[src/rtl/mc_ctrl_fsm.sv]
// Multi-cycle CPU main control FSM: sequences fetch/decode/execute/memory/writeback,
// handles memory wait handshakes, traps on illegal opcodes or memory timeouts, counts retirements.
module mc_ctrl_fsm #(
  parameter int CNT_W      = 32,
  parameter int WAIT_LIMIT = 16
) (
  input  logic             clk,
  input  logic             rst_n,
  input  logic [5:0]       op,
  input  logic             zero,
  input  logic             mem_ready,
  output logic             pc_we,
  output logic             iord,
  output logic             mem_rd,
  output logic             mem_wr,
  output logic             ir_we,
  output logic             reg_dst,
  output logic             mem2reg,
  output logic             reg_we,
  output logic             alu_src_a,
  output logic [1:0]       alu_src_b,
  output logic [1:0]       alu_op,
  output logic [1:0]       pc_src,
  output logic [1:0]       ext_op,
  output logic [3:0]       state,
  output logic [1:0]       err,
  output logic [CNT_W-1:0] instr_cnt
);

  typedef enum logic [3:0] {
    S_FETCH    = 4'd0,
    S_DECODE   = 4'd1,
    S_MEM_ADDR = 4'd2,
    S_MEM_RD   = 4'd3,
    S_MEM_WB   = 4'd4,
    S_MEM_WR   = 4'd5,
    S_R_EX     = 4'd6,
    S_R_WB     = 4'd7,
    S_BRANCH   = 4'd8,
    S_JUMP     = 4'd9,
    S_I_EX     = 4'd10,
    S_I_WB     = 4'd11,
    S_TRAP     = 4'd12
  } state_t;

  localparam logic [5:0] OP_RTYPE = 6'b000000;
  localparam logic [5:0] OP_LW    = 6'b100011;
  localparam logic [5:0] OP_SW    = 6'b101011;
  localparam logic [5:0] OP_BEQ   = 6'b000100;
  localparam logic [5:0] OP_J     = 6'b000010;
  localparam logic [5:0] OP_ADDI  = 6'b001000;
  localparam logic [5:0] OP_ORI   = 6'b001101;
  localparam logic [5:0] OP_LUI   = 6'b001111;

  localparam logic [1:0] ERR_NONE    = 2'b00;
  localparam logic [1:0] ERR_ILLEGAL = 2'b01;
  localparam logic [1:0] ERR_TIMEOUT = 2'b10;

  localparam int WAIT_W = (WAIT_LIMIT > 0) ? $clog2(WAIT_LIMIT + 1) : 1;

  state_t            cur_state;
  state_t            nxt_state;
  logic [WAIT_W-1:0] wait_cnt;
  logic              in_mem_state;
  logic              wait_expired;
  logic              retire;
  logic [1:0]        trap_cause;
  logic              pc_write;
  logic              pc_write_cond;

  assign in_mem_state = (cur_state == S_FETCH) || (cur_state == S_MEM_RD) ||
                        (cur_state == S_MEM_WR);

  // Timeout fires on the WAIT_LIMIT-th consecutive stalled cycle; mem_ready=1 always wins.
  assign wait_expired = (WAIT_LIMIT > 0) && in_mem_state && !mem_ready &&
                        ((32'(wait_cnt) + 32'd1) >= 32'(WAIT_LIMIT));

  assign retire = (nxt_state == S_FETCH) &&
                  (cur_state inside {S_MEM_WB, S_MEM_WR, S_R_WB, S_BRANCH, S_JUMP, S_I_WB});

  assign state = cur_state;

  always_ff @(posedge clk or negedge rst_n) begin
    if (!rst_n) begin
      cur_state <= S_FETCH;
    end else begin
      cur_state <= nxt_state;
    end
  end

  always_ff @(posedge clk or negedge rst_n) begin
    if (!rst_n) begin
      wait_cnt  <= '0;
      err       <= ERR_NONE;
      instr_cnt <= '0;
    end else begin
      if ((nxt_state != cur_state) || !in_mem_state) begin
        wait_cnt <= '0;
      end else if (!mem_ready && (wait_cnt != '1)) begin
        wait_cnt <= wait_cnt + WAIT_W'(1);
      end
      if ((err == ERR_NONE) && (trap_cause != ERR_NONE)) begin
        err <= trap_cause;
      end
      if (retire) begin
        instr_cnt <= instr_cnt + CNT_W'(1);
      end
    end
  end

  always_comb begin
    nxt_state  = cur_state;
    trap_cause = ERR_NONE;
    case (cur_state)
      S_FETCH: begin
        if (mem_ready) begin
          nxt_state = S_DECODE;
        end else if (wait_expired) begin
          nxt_state  = S_TRAP;
          trap_cause = ERR_TIMEOUT;
        end
      end
      S_DECODE: begin
        case (op)
          OP_RTYPE:                 nxt_state = S_R_EX;
          OP_LW, OP_SW:             nxt_state = S_MEM_ADDR;
          OP_BEQ:                   nxt_state = S_BRANCH;
          OP_J:                     nxt_state = S_JUMP;
          OP_ADDI, OP_ORI, OP_LUI:  nxt_state = S_I_EX;
          default: begin
            nxt_state  = S_TRAP;
            trap_cause = ERR_ILLEGAL;
          end
        endcase
      end
      S_MEM_ADDR: nxt_state = (op == OP_SW) ? S_MEM_WR : S_MEM_RD;
      S_MEM_RD: begin
        if (mem_ready) begin
          nxt_state = S_MEM_WB;
        end else if (wait_expired) begin
          nxt_state  = S_TRAP;
          trap_cause = ERR_TIMEOUT;
        end
      end
      S_MEM_WR: begin
        if (mem_ready) begin
          nxt_state = S_FETCH;
        end else if (wait_expired) begin
          nxt_state  = S_TRAP;
          trap_cause = ERR_TIMEOUT;
        end
      end
      S_R_EX:   nxt_state = S_R_WB;
      S_I_EX:   nxt_state = S_I_WB;
      S_MEM_WB, S_R_WB, S_BRANCH, S_JUMP, S_I_WB: nxt_state = S_FETCH;
      S_TRAP:   nxt_state = S_TRAP;
      default:  nxt_state = S_FETCH;
    endcase
  end

  // Decoding is gated by rst_n so every control output drops the moment reset asserts.
  always_comb begin
    iord          = 1'b0;
    mem_rd        = 1'b0;
    mem_wr        = 1'b0;
    ir_we         = 1'b0;
    reg_dst       = 1'b0;
    mem2reg       = 1'b0;
    reg_we        = 1'b0;
    alu_src_a     = 1'b0;
    alu_src_b     = 2'b00;
    alu_op        = 2'b00;
    pc_src        = 2'b00;
    ext_op        = 2'b00;
    pc_write      = 1'b0;
    pc_write_cond = 1'b0;
    if (rst_n) begin
      case (cur_state)
        S_FETCH: begin
          mem_rd    = 1'b1;
          alu_src_b = 2'b01;
          ir_we     = mem_ready;
          pc_write  = mem_ready;
        end
        S_DECODE: begin
          alu_src_b = 2'b11;
        end
        S_MEM_ADDR: begin
          alu_src_a = 1'b1;
          alu_src_b = 2'b10;
        end
        S_MEM_RD: begin
          mem_rd = 1'b1;
          iord   = 1'b1;
        end
        S_MEM_WB: begin
          reg_we  = 1'b1;
          mem2reg = 1'b1;
        end
        S_MEM_WR: begin
          mem_wr = 1'b1;
          iord   = 1'b1;
        end
        S_R_EX: begin
          alu_src_a = 1'b1;
          alu_op    = 2'b10;
        end
        S_R_WB: begin
          reg_we  = 1'b1;
          reg_dst = 1'b1;
        end
        S_BRANCH: begin
          alu_src_a     = 1'b1;
          alu_op        = 2'b01;
          pc_write_cond = 1'b1;
          pc_src        = 2'b01;
        end
        S_JUMP: begin
          pc_write = 1'b1;
          pc_src   = 2'b10;
        end
        S_I_EX: begin
          alu_src_a = 1'b1;
          alu_src_b = 2'b10;
          case (op)
            OP_ORI: begin
              alu_op = 2'b11;
              ext_op = 2'b01;
            end
            OP_LUI:  ext_op = 2'b10;
            default: ext_op = 2'b00;
          endcase
        end
        S_I_WB: begin
          reg_we = 1'b1;
        end
        default: ;
      endcase
    end
    pc_we = pc_write | (pc_write_cond & zero);
  end

endmodule

[config.mk]
export PLATFORM = sky130hd
export DESIGN_NAME = mc_ctrl_fsm
export DESIGN_NICKNAME = d
export VERILOG_FILES = /design/src/rtl/mc_ctrl_fsm.sv
export SDC_FILE = /design/constraint.sdc
export NUM_CORES = 1
export LEC_CHECK = 0
export ABC_AREA = 0
export CAP_MARGIN = 20
export CORE_ASPECT_RATIO = 1.75
export CORE_MARGIN = 5
export CORE_UTILIZATION = 53
export CTS_CLUSTER_DIAMETER = 150
export DETAILED_ROUTE_END_ITERATION = 8
export PLACE_DENSITY_LB_ADDON = 0.1
export RECOVER_POWER = 25
export SYNTH_ARGS = -nofsm -noshare
export SYNTH_HDL_FRONTEND = slang
export SYNTH_SLANG_ARGS = --single-unit
[constraint.sdc]
create_clock -name clk -period 4.65 [get_ports clk]
set_clock_uncertainty 0.15 [all_clocks]
set_input_delay 1.1625 -clock clk [delete_from_list [all_inputs] [get_ports clk]]
set_output_delay 1.1625 -clock clk [all_outputs]
set_load 0.01 [all_outputs]
Word-level counts from Yosys, hierarchy flattened
Index checks and enable logic that the tools add are counted.
{"block": "totals", "ff_bits": 43, "word_cells": 100, "in_bits": 10, "output_inout_bits": 55}
{"block": "op_classes", "magnitude_cmp": 1, "n_reduce_logical": 26, "muxes": 43, "n_eq_ne": 21, "add_sub_neg": 3, "bitwise_logic": 2}
{"op": "adder 32 x 1 -> 32 bit (second input constant)", "count": 1}
{"op": "case mux 4 bit (8 select lines)", "count": 1}
{"op": "equality test 4 bit (second input constant)", "count": 5}
{"op": "two-way mux 1 bit", "count": 20}
{"op": "case mux 4 bit (5 select lines)", "count": 1}
{"op": "equality test 6 x 4 -> 1 bit (second input constant)", "count": 3}
{"op": "equality test 4 x 3 -> 1 bit (second input constant)", "count": 4}
{"op": "two-way mux 2 bit", "count": 8}
{"op": "two-way mux 4 bit", "count": 4}
{"op": "equality test 6 bit (second input constant)", "count": 2}
{"op": "case mux 2 bit (2 select lines)", "count": 3}
{"op": "case mux 2 bit (3 select lines)", "count": 2}
{"op": "two-way mux 5 bit", "count": 2}
{"op": "OR reduction 3 bit", "count": 3}
{"op": "equality test 4 x 2 -> 1 bit (second input constant)", "count": 2}
{"op": "zero test 4 bit", "count": 2}
{"op": "OR reduction 2 bit", "count": 4}
{"op": "OR reduction 8 bit", "count": 1}
{"op": "adder 5 x 1 -> 6 bit (second input constant)", "count": 1}
{"op": "equality test 6 x 2 -> 1 bit (second input constant)", "count": 1}
{"op": "equality test 6 x 3 -> 1 bit (second input constant)", "count": 1}
{"op": ">= comparator 6 x 5 -> 1 bit (second input constant)", "count": 1}
{"op": "zero test 6 bit", "count": 1}
{"op": "nonzero test 6 bit", "count": 1}
{"op": "14 further kinds", "count": 22}

Logic depth before layout (Yosys ltp)
Gate-level depths: netlist of run 1.
{"block": "logic_depth", "depth_word": 11, "mapped_depth": 8}

Worst setup path before layout of run 1
OpenSTA, ideal clock, no wires.
{"block": "synth_timing", "kind": "input -> output", "from": "input port op[5]", "to": "output port alu_op[0]", "required_ps": 3338, "slack_ps": 1331, "arrival_ps": 2006, "path_stages": 4, "path_cell_list": "and3b_1 -> nand4b_1 -> nor3_1 -> or2_2"}
{"block": "synth_between", "elab_chain_cells": 4}
{"item": "from (decl)", "line_no": "9", "source": "input logic [5:0] op,"}
{"item": "equality test 6 x 4 -> 1 bit", "line_no": "225", "source": "case (op)"}
{"item": "two-way mux 2 bit", "line_no": "225"}
{"item": "case mux 2 bit (3 select lines)", "line_no": "178", "source": "case (cur_state)"}
{"item": "two-way mux 2 bit", "line_no": "177", "source": "if (rst_n) begin"}
{"item": "to (decl)", "line_no": "22", "source": "output logic [1:0] alu_op,"}
Every way passes these cells.

Worst setup path after layout of run 1
{"block": "layout_timing", "from": "input port op[3]", "to": "output port alu_op[1]"}
Same word-level chain as after synthesis.

==> results of run 1 <==
[per-layer routing]
metal | GRT usage, % | vias to the layer above
li1 | - | 1076
met1 | 21.38 | 1128
met2 | 35.94 | 80
met3 | 3.996 | 18
met4 | 11.93 | 0
met5 | 0 | -
[critical path, stage by stage]
cell and delay (ps):
clkdlybuf4s50_1 600, and3b_1 220, nand4b_1 150, nor3_1 180, a21oi_1 60, nor2_1 110, clkdlybuf4s50_1 540
[layout make-up]
| type | count | area, sq um |
|---|---|---|
| fill | 392 | 1386 |
| multi-input combinational | 208 | 1364 |
| sequential | 43 | 1076 |
| timing repair buffer | 67 | 653.1 |
| clock buffer | 6 | 72.57 |
| tap | 52 | 65.06 |
| clock inverter | 1 | 30.03 |
| inverter | 5 | 18.77 |
[sequential cells by signal, summed over array words and instances (netlist names)]
signal     cells
instr_cnt     32
wait_cnt       5
state          4
err            2
[synthesized netlist by cell type (all sizes together), types with 2 or more instances]
| library cell | instances | share of area (%) |
|---|---|---|
| dfrtp | 43 | 42 |
| xnor2 | 33 | 12 |
| nand2 | 23 | 3.4 |
| nor2 | 22 | 3.3 |
| nand4 | 20 | 4.9 |
| nand3 | 16 | 3.2 |
| and3 | 15 | 3.7 |
| a21oi | 11 | 2.3 |
| buf | 9 | 2.5 |
| and2 | 7 | 1.7 |
| nor3 | 7 | 1.4 |
| o21ai | 6 | 1.2 |
| inv | 5 | 0.74 |
| or2 | 4 | 0.99 |
| xor2 | 4 | 1.4 |
| and4 | 3 | 1.0 |
| clkbuf | 3 | 0.44 |
| ha | 3 | 1.5 |
| nand2b | 3 | 0.74 |
| o22ai | 3 | 0.99 |
| and3b | 2 | 0.69 |
| nand4b | 2 | 0.69 |
| nor2b | 2 | 0.49 |
| nor4 | 2 | 1.1 |
| o211ai | 2 | 0.59 |
[cells by family after synthesis]
group           after synthesis  share of synthesized area [%]
buf+inv                      17                          3.656
mux                           1                         0.4446
compound gates               35                          10.33
xor+xnor                     37                          13.09
simple gates                132                          28.51
flops                        43                          42.49
fa+ha+maj                     3                          1.482
[where the power goes]
| part | switching (W) | internal, W |
|---|---|---|
| logic | 0.000265 | 0.000238 |
| registers | 0.0000893 | 0.000414 |
| clock network | 0.000124 | 0.000157 |
| total | 0.000478 | 0.000810 |
[layout by cell type (no fill, tap or decap), drive strengths merged, types with 2 or more instances in the layout]
cell type      Yosys  layout
o21ai              6       6
o22ai              3       3
buf                9       2
nor2              22      22
nand2b             3       3
nand3             16      16
and2               7       7
and3b              2       2
inv                5       5
o211ai             2       2
or2                4       4
ha                 3       3
and3              15      15
and4               3       3
clkdlybuf4s50      0      63
a21oi             11      11
nand4b             2       2
nand2             23      23
dfrtp             43      43
xor2               4       4
nor3               7       7
nor4               2       2
nand4             20      20
xnor2             33      33
clkbuf             3       8
nor2b              2       2
[worst paths after layout]
kind,start,end,slack [ps],cells after the start
worst max register to register,wait_cnt[0],instr_cnt[25],1640,8
worst min-delay path,instr_cnt[31],instr_cnt[31],320,1
min in group asynchronous,rst_n,instr_cnt[29],710,1
worst min register to register,instr_cnt[31],instr_cnt[31],320,1
worst max-delay path,op[3],alu_op[1],320,7
max in group asynchronous,rst_n,instr_cnt[26],1810,3
[per-stage QoR]
step	total power, W	util [%]	area [sq um]
finish	0.001288	70.29	3279
global route	0.001356	70.29	3279
CTS	0.001293	70.39	3284
detailed placement	0.001013	68.20	3182
global placement	0.001006	68.20	3182
floorplan	0.0008195	-	2532
==> implementation parameters, run 1 <==
Parameter                              Value

Clock network
  Clk buf depth    2
  Resize count post-CTS    0
  Total clock sinks    43
  Number of buffers added to fix hold violations after cts    0
  Clock tree from TritonCTS    yes
  Number of H-tree levels    2
  CTS Buf Count    5
  Clock latency on the worst-skew pair    290 ps
  Number of buffers inserted by post-CTS setup repair    0
  Clock root buffer master    clkbuf_8
  Clk slew on worst S/H paths    70 ps

STA
  Slew margin rel.    22.15%
  Portion of the clock cycle consumed by the worst path in the final layout    a little over 90%
  Smallest setup slack after layout    321.7 ps
  TNS Setup    0 ps
  Tmin final    about 4300 ps
  Max Slew Vio Count    0
  Unrepaired setup endpoints after global routing    no
  Hold violation count in the final report    0
  Achievable Freq    0.2310 GHz
  # setup viols final    0
  Hold WS    about 320 ps
  Worst-margin pin slew    about 1200 ps

Detailed routing
  Top Layer Used    met4
  Number of nets with antenna violations after detailed routing    0
  Average vias per placed instance    6.026
  DR WL met2    around 3300 microns
  Total length of routed met3 wires    316 microns
  Count of unresolved DRC violations after routing    0
  Initial drt markers    about 110
  Detailed-router iteration count before antenna repair    4
  Length of routed wiring on met1    about 2400 microns
  Post-detailed-route wirelength per cell    between 15 and 20 microns
  Vias after detailed routing    between 2000 and 2500
  Total detailed-routing wirelength    ~6300 microns

Place
  Placed Instances    approximately 380
  Global placer's final weighted congestion    just under 0.9
  Half-perimeter wire length after detailed placement    4687 microns
  Worst slack after detailed placement    between 300 and 400 ps
  Count of port buffers added during placement    64

Final layout
  Number of nets in the layout    roughly 340
  Ratio of cells with drive above 1 in the final layout    5.758%
  P&R area growth vs syn    29.50%
  Final non-filler cell total    around 380
  Number of inserted diodes    0

Die
  Die width    between 60 and 70 microns
  Starting density of the core    approximately 54%
  Placeable core region    around 4700 sq um
  Die Area    around 6300 sq um
  Row cnt    33
  Top-level I/O count    65
  Die H    about 100 microns

Global route
  Maximum number of pins on one net before global-route repair    23
  Via count of the first global-routing pass    around 2300
  GR Overflow Total    0
  Global-route wire length before repair    10390 microns
  Number of antenna violations at the first check in global routing    0
  Global router's overall resource usage    20.00%

Pwr
  Maximum vdd ir drop    between 0.3 and 0.4 mV
  P_leak    around 1.4 nW
  P per Cell Area    about 390 nW/um^2

Synth
  Synthesized instance count    ~270
  Flip-flop cell with the highest count after synthesis    dfrtp_1
  Proportion of synthesized chip area in sequential cells    approximately 42%
  Netlist cell types    50
  Mean instance size in the synthesized netlist    approximately 9.4 sq um
  Mapped Area    roughly 2500 sq um
  Synth Register Bits    43
  Proportion of synthesized flip-flops having asynchronous set or reset    between 90% and 100%
  Total nets after synthesis    roughly 280
  Number of flops mapped to enable cells by yosys    0
  Ys Warns    0

Setup path
  Worst-path maximum fanout    7
  Sort of element at the start of the critical path    input pin
  Worst Path Arrival    slightly above 3000 ps
  Worst path required time    roughly 3300 ps
  Worst Setup End Kind    output port
  WS Path Type    in -> out

Status
  Run status    finished clean

Flow run
  Max-capacitance violation count    0

Min path
  Worst min-delay path category    reg -> reg
No activity file was read; power rests on OpenSTA's default activity.
==> inputs of run 2 (changes only) <==
CAP_MARGIN = unset   (was 20)
CORE_UTILIZATION = 44   (was 53)
clock period = 3.84 ns   (was 4.65 ns; I/O delays follow)
==> implementation parameters, run 2 (synthesis gave the netlist of run 1 again) <==
Parameter                              Value

STA
  Achievable Freq    around 0.27 GHz
  Max Slew Vio Count    0
  Hold WS    326.4 ps
  Worst-margin pin slew    around 1200 ps
  # setup viols final    0
  Portion of the clock cycle consumed by the worst path in the final layout    between 90% and 100%
  Hold violation count in the final report    0
  Slew margin rel.    between 20 and 25%
  Tmin final    approximately 3700 ps

Global route
  Global router's overall resource usage    19.45%
  Maximum number of pins on one net before global-route repair    24
  GR Overflow Total    0
  Via count of the first global-routing pass    2382
  Number of antenna violations at the first check in global routing    0
  Global-route wire length before repair    around 11000 microns

Final layout
  P&R area growth vs syn    34.78%
  Number of flip-flops in the largest register    32
  Number of nets in the layout    354
  Most frequent cells in the layout    clkdlybuf4s50_1, dfrtp_1, xnor2_1
  Fraction of the core area covered by cells at the end of the flow    between 60% and 70%
  Ratio of cells with drive above 1 in the final layout    under 10%
  Number of inserted diodes    0
  Leading cell type in the layout, fill and taps excluded    clkdlybuf4s50_1
  Register with the most flip-flops    instr_cnt

Setup path
  CP max stage delay    about 570 ps
  Worst path required time    ~2700 ps
  R2R Setup Slk    1160 ps
  Most frequent cell on the critical path    clkdlybuf4s50_1
  Slowest stage cell, crit path    clkdlybuf4s50_1
  Worst Path Arrival    about 2600 ps
  WS Path Type    in -> out
  Worst-path maximum fanout    3
  Critical Path, Cell by Cell    clkdlybuf4s50_1, and3b_1, nand4b_1, nor3_2, clkdlybuf4s50_1
  Sort of element at the start of the critical path    input pin
  Worst Setup End Kind    output port

Pwr
  Maximum vdd ir drop    0.3416 mV
  P per Cell Area    about 470 nW/um^2
  P_leak    around 1.5 nW

Status
  Run status    finished clean

Die
  Placeable core region    ~5600 sq um
  Die width    67.35 microns
  Top-level I/O count    65
  Die Area    7433 sq um
  Starting density of the core    between 40 and 50%
  Die H    110.4 microns
  Row cnt    36

Clock network
  Number of H-tree levels    2
  Number of buffers added to fix hold violations after cts    0
  Clk slew on worst S/H paths    around 80 ps
  Clock latency on the worst-skew pair    300 ps
  Clock root buffer master    clkbuf_8
  Clock tree from TritonCTS    yes
  CTS Buf Count    5
  Clk buf depth    2
  Total clock sinks    between 40 and 50

Detailed routing
  Post-detailed-route wirelength per cell    approximately 16 microns
  Number of nets with antenna violations after detailed routing    0
  Initial drt markers    roughly 140
  Average vias per placed instance    ~5.5
  Total detailed-routing wirelength    about 6500 microns
  Count of unresolved DRC violations after routing    0
  Vias after detailed routing    ~2300
  Detailed-router iteration count before antenna repair    4

Flow run
  Max-capacitance violation count    0

Min path
  Worst min-delay path category    reg -> reg

Place
  Count of port buffers added during placement    64
  Half-perimeter wire length after detailed placement    ~5000 microns
  Global placer's final weighted congestion    0.8506
[run 2: routing by layer]
layer | up-vias | wire [microns] | GRT usage [%]
met5 | - | 0 | 0
met4 | 0 | 137 | 8.708
met3 | 9 | 217 | 2.637
met2 | 68 | 3614 | 35.68
met1 | 1099 | 2568 | 21.65
li1 | 1103 | - | -
[run 2: cell type report]
class / instances / area (sq um)
Clock inverter: 3 / 43.79
Clock buffer: 5 / 68.82
Inverter: 5 / 18.77
Timing Repair Buffer: 78 / 737.0
Sequential cell: 43 / 1076
Tap cell: 76 / 95.09
Fill cell: 542 / 2172
Multi-Input combinational cell: 208 / 1374
[run 2: worst max-delay path: cells and delay by family]
family | cells | cell delay [ps]
AND/OR/NAND/NOR | 3 | 600
buffers and inverters | 2 | 1040
[run 2: path summary, 6_finish.rpt]
check | startpoint | to | cells after the start
setup / recovery | op[2] | ext_op[0] | 5
hold / removal | instr_cnt[31] | instr_cnt[31] | 1
setup reg to reg | wait_cnt[0] | instr_cnt[6] | 9
hold reg to reg | instr_cnt[31] | instr_cnt[31] | 1
max in group asynchronous | rst_n | wait_cnt[2] | 3
min in group asynchronous | rst_n | instr_cnt[3] | 2
[run 2: what timing repair did]
item	in CTS	in global routing
setup endpoints to repair	0	3
setup buffers	0	0
gates resized for setup	0	4
[run 2: per-stage QoR]
step                setup slack [ps]  instances  total power, W  TNS, ps  instance area (sq um)
floorplan                      926.1        268       0.0009924        0                   2532
global placement               44.59        410        0.001263        0                   3294
detailed placement             31.22        410        0.001268        0                   3294
CTS                            18.85        418        0.001627        0                   3407
global route                  -6.263        418        0.001719   -6.263                   3413
finish                         127.0        418        0.001609        0                   3413
[run 2: where the power goes]
| group | switching [W] | total, W | leakage, nW | internal, W |
|---|---|---|---|---|
| registers | 0.0000609 | 0.000563 | 0.582 | 0.000502 |
| clock network | 0.000160 | 0.000353 | 0.0581 | 0.000194 |
| logic | 0.000378 | 0.000692 | 0.817 | 0.000313 |
| total | 0.000599 | 0.00161 | 1.46 | 0.00101 |
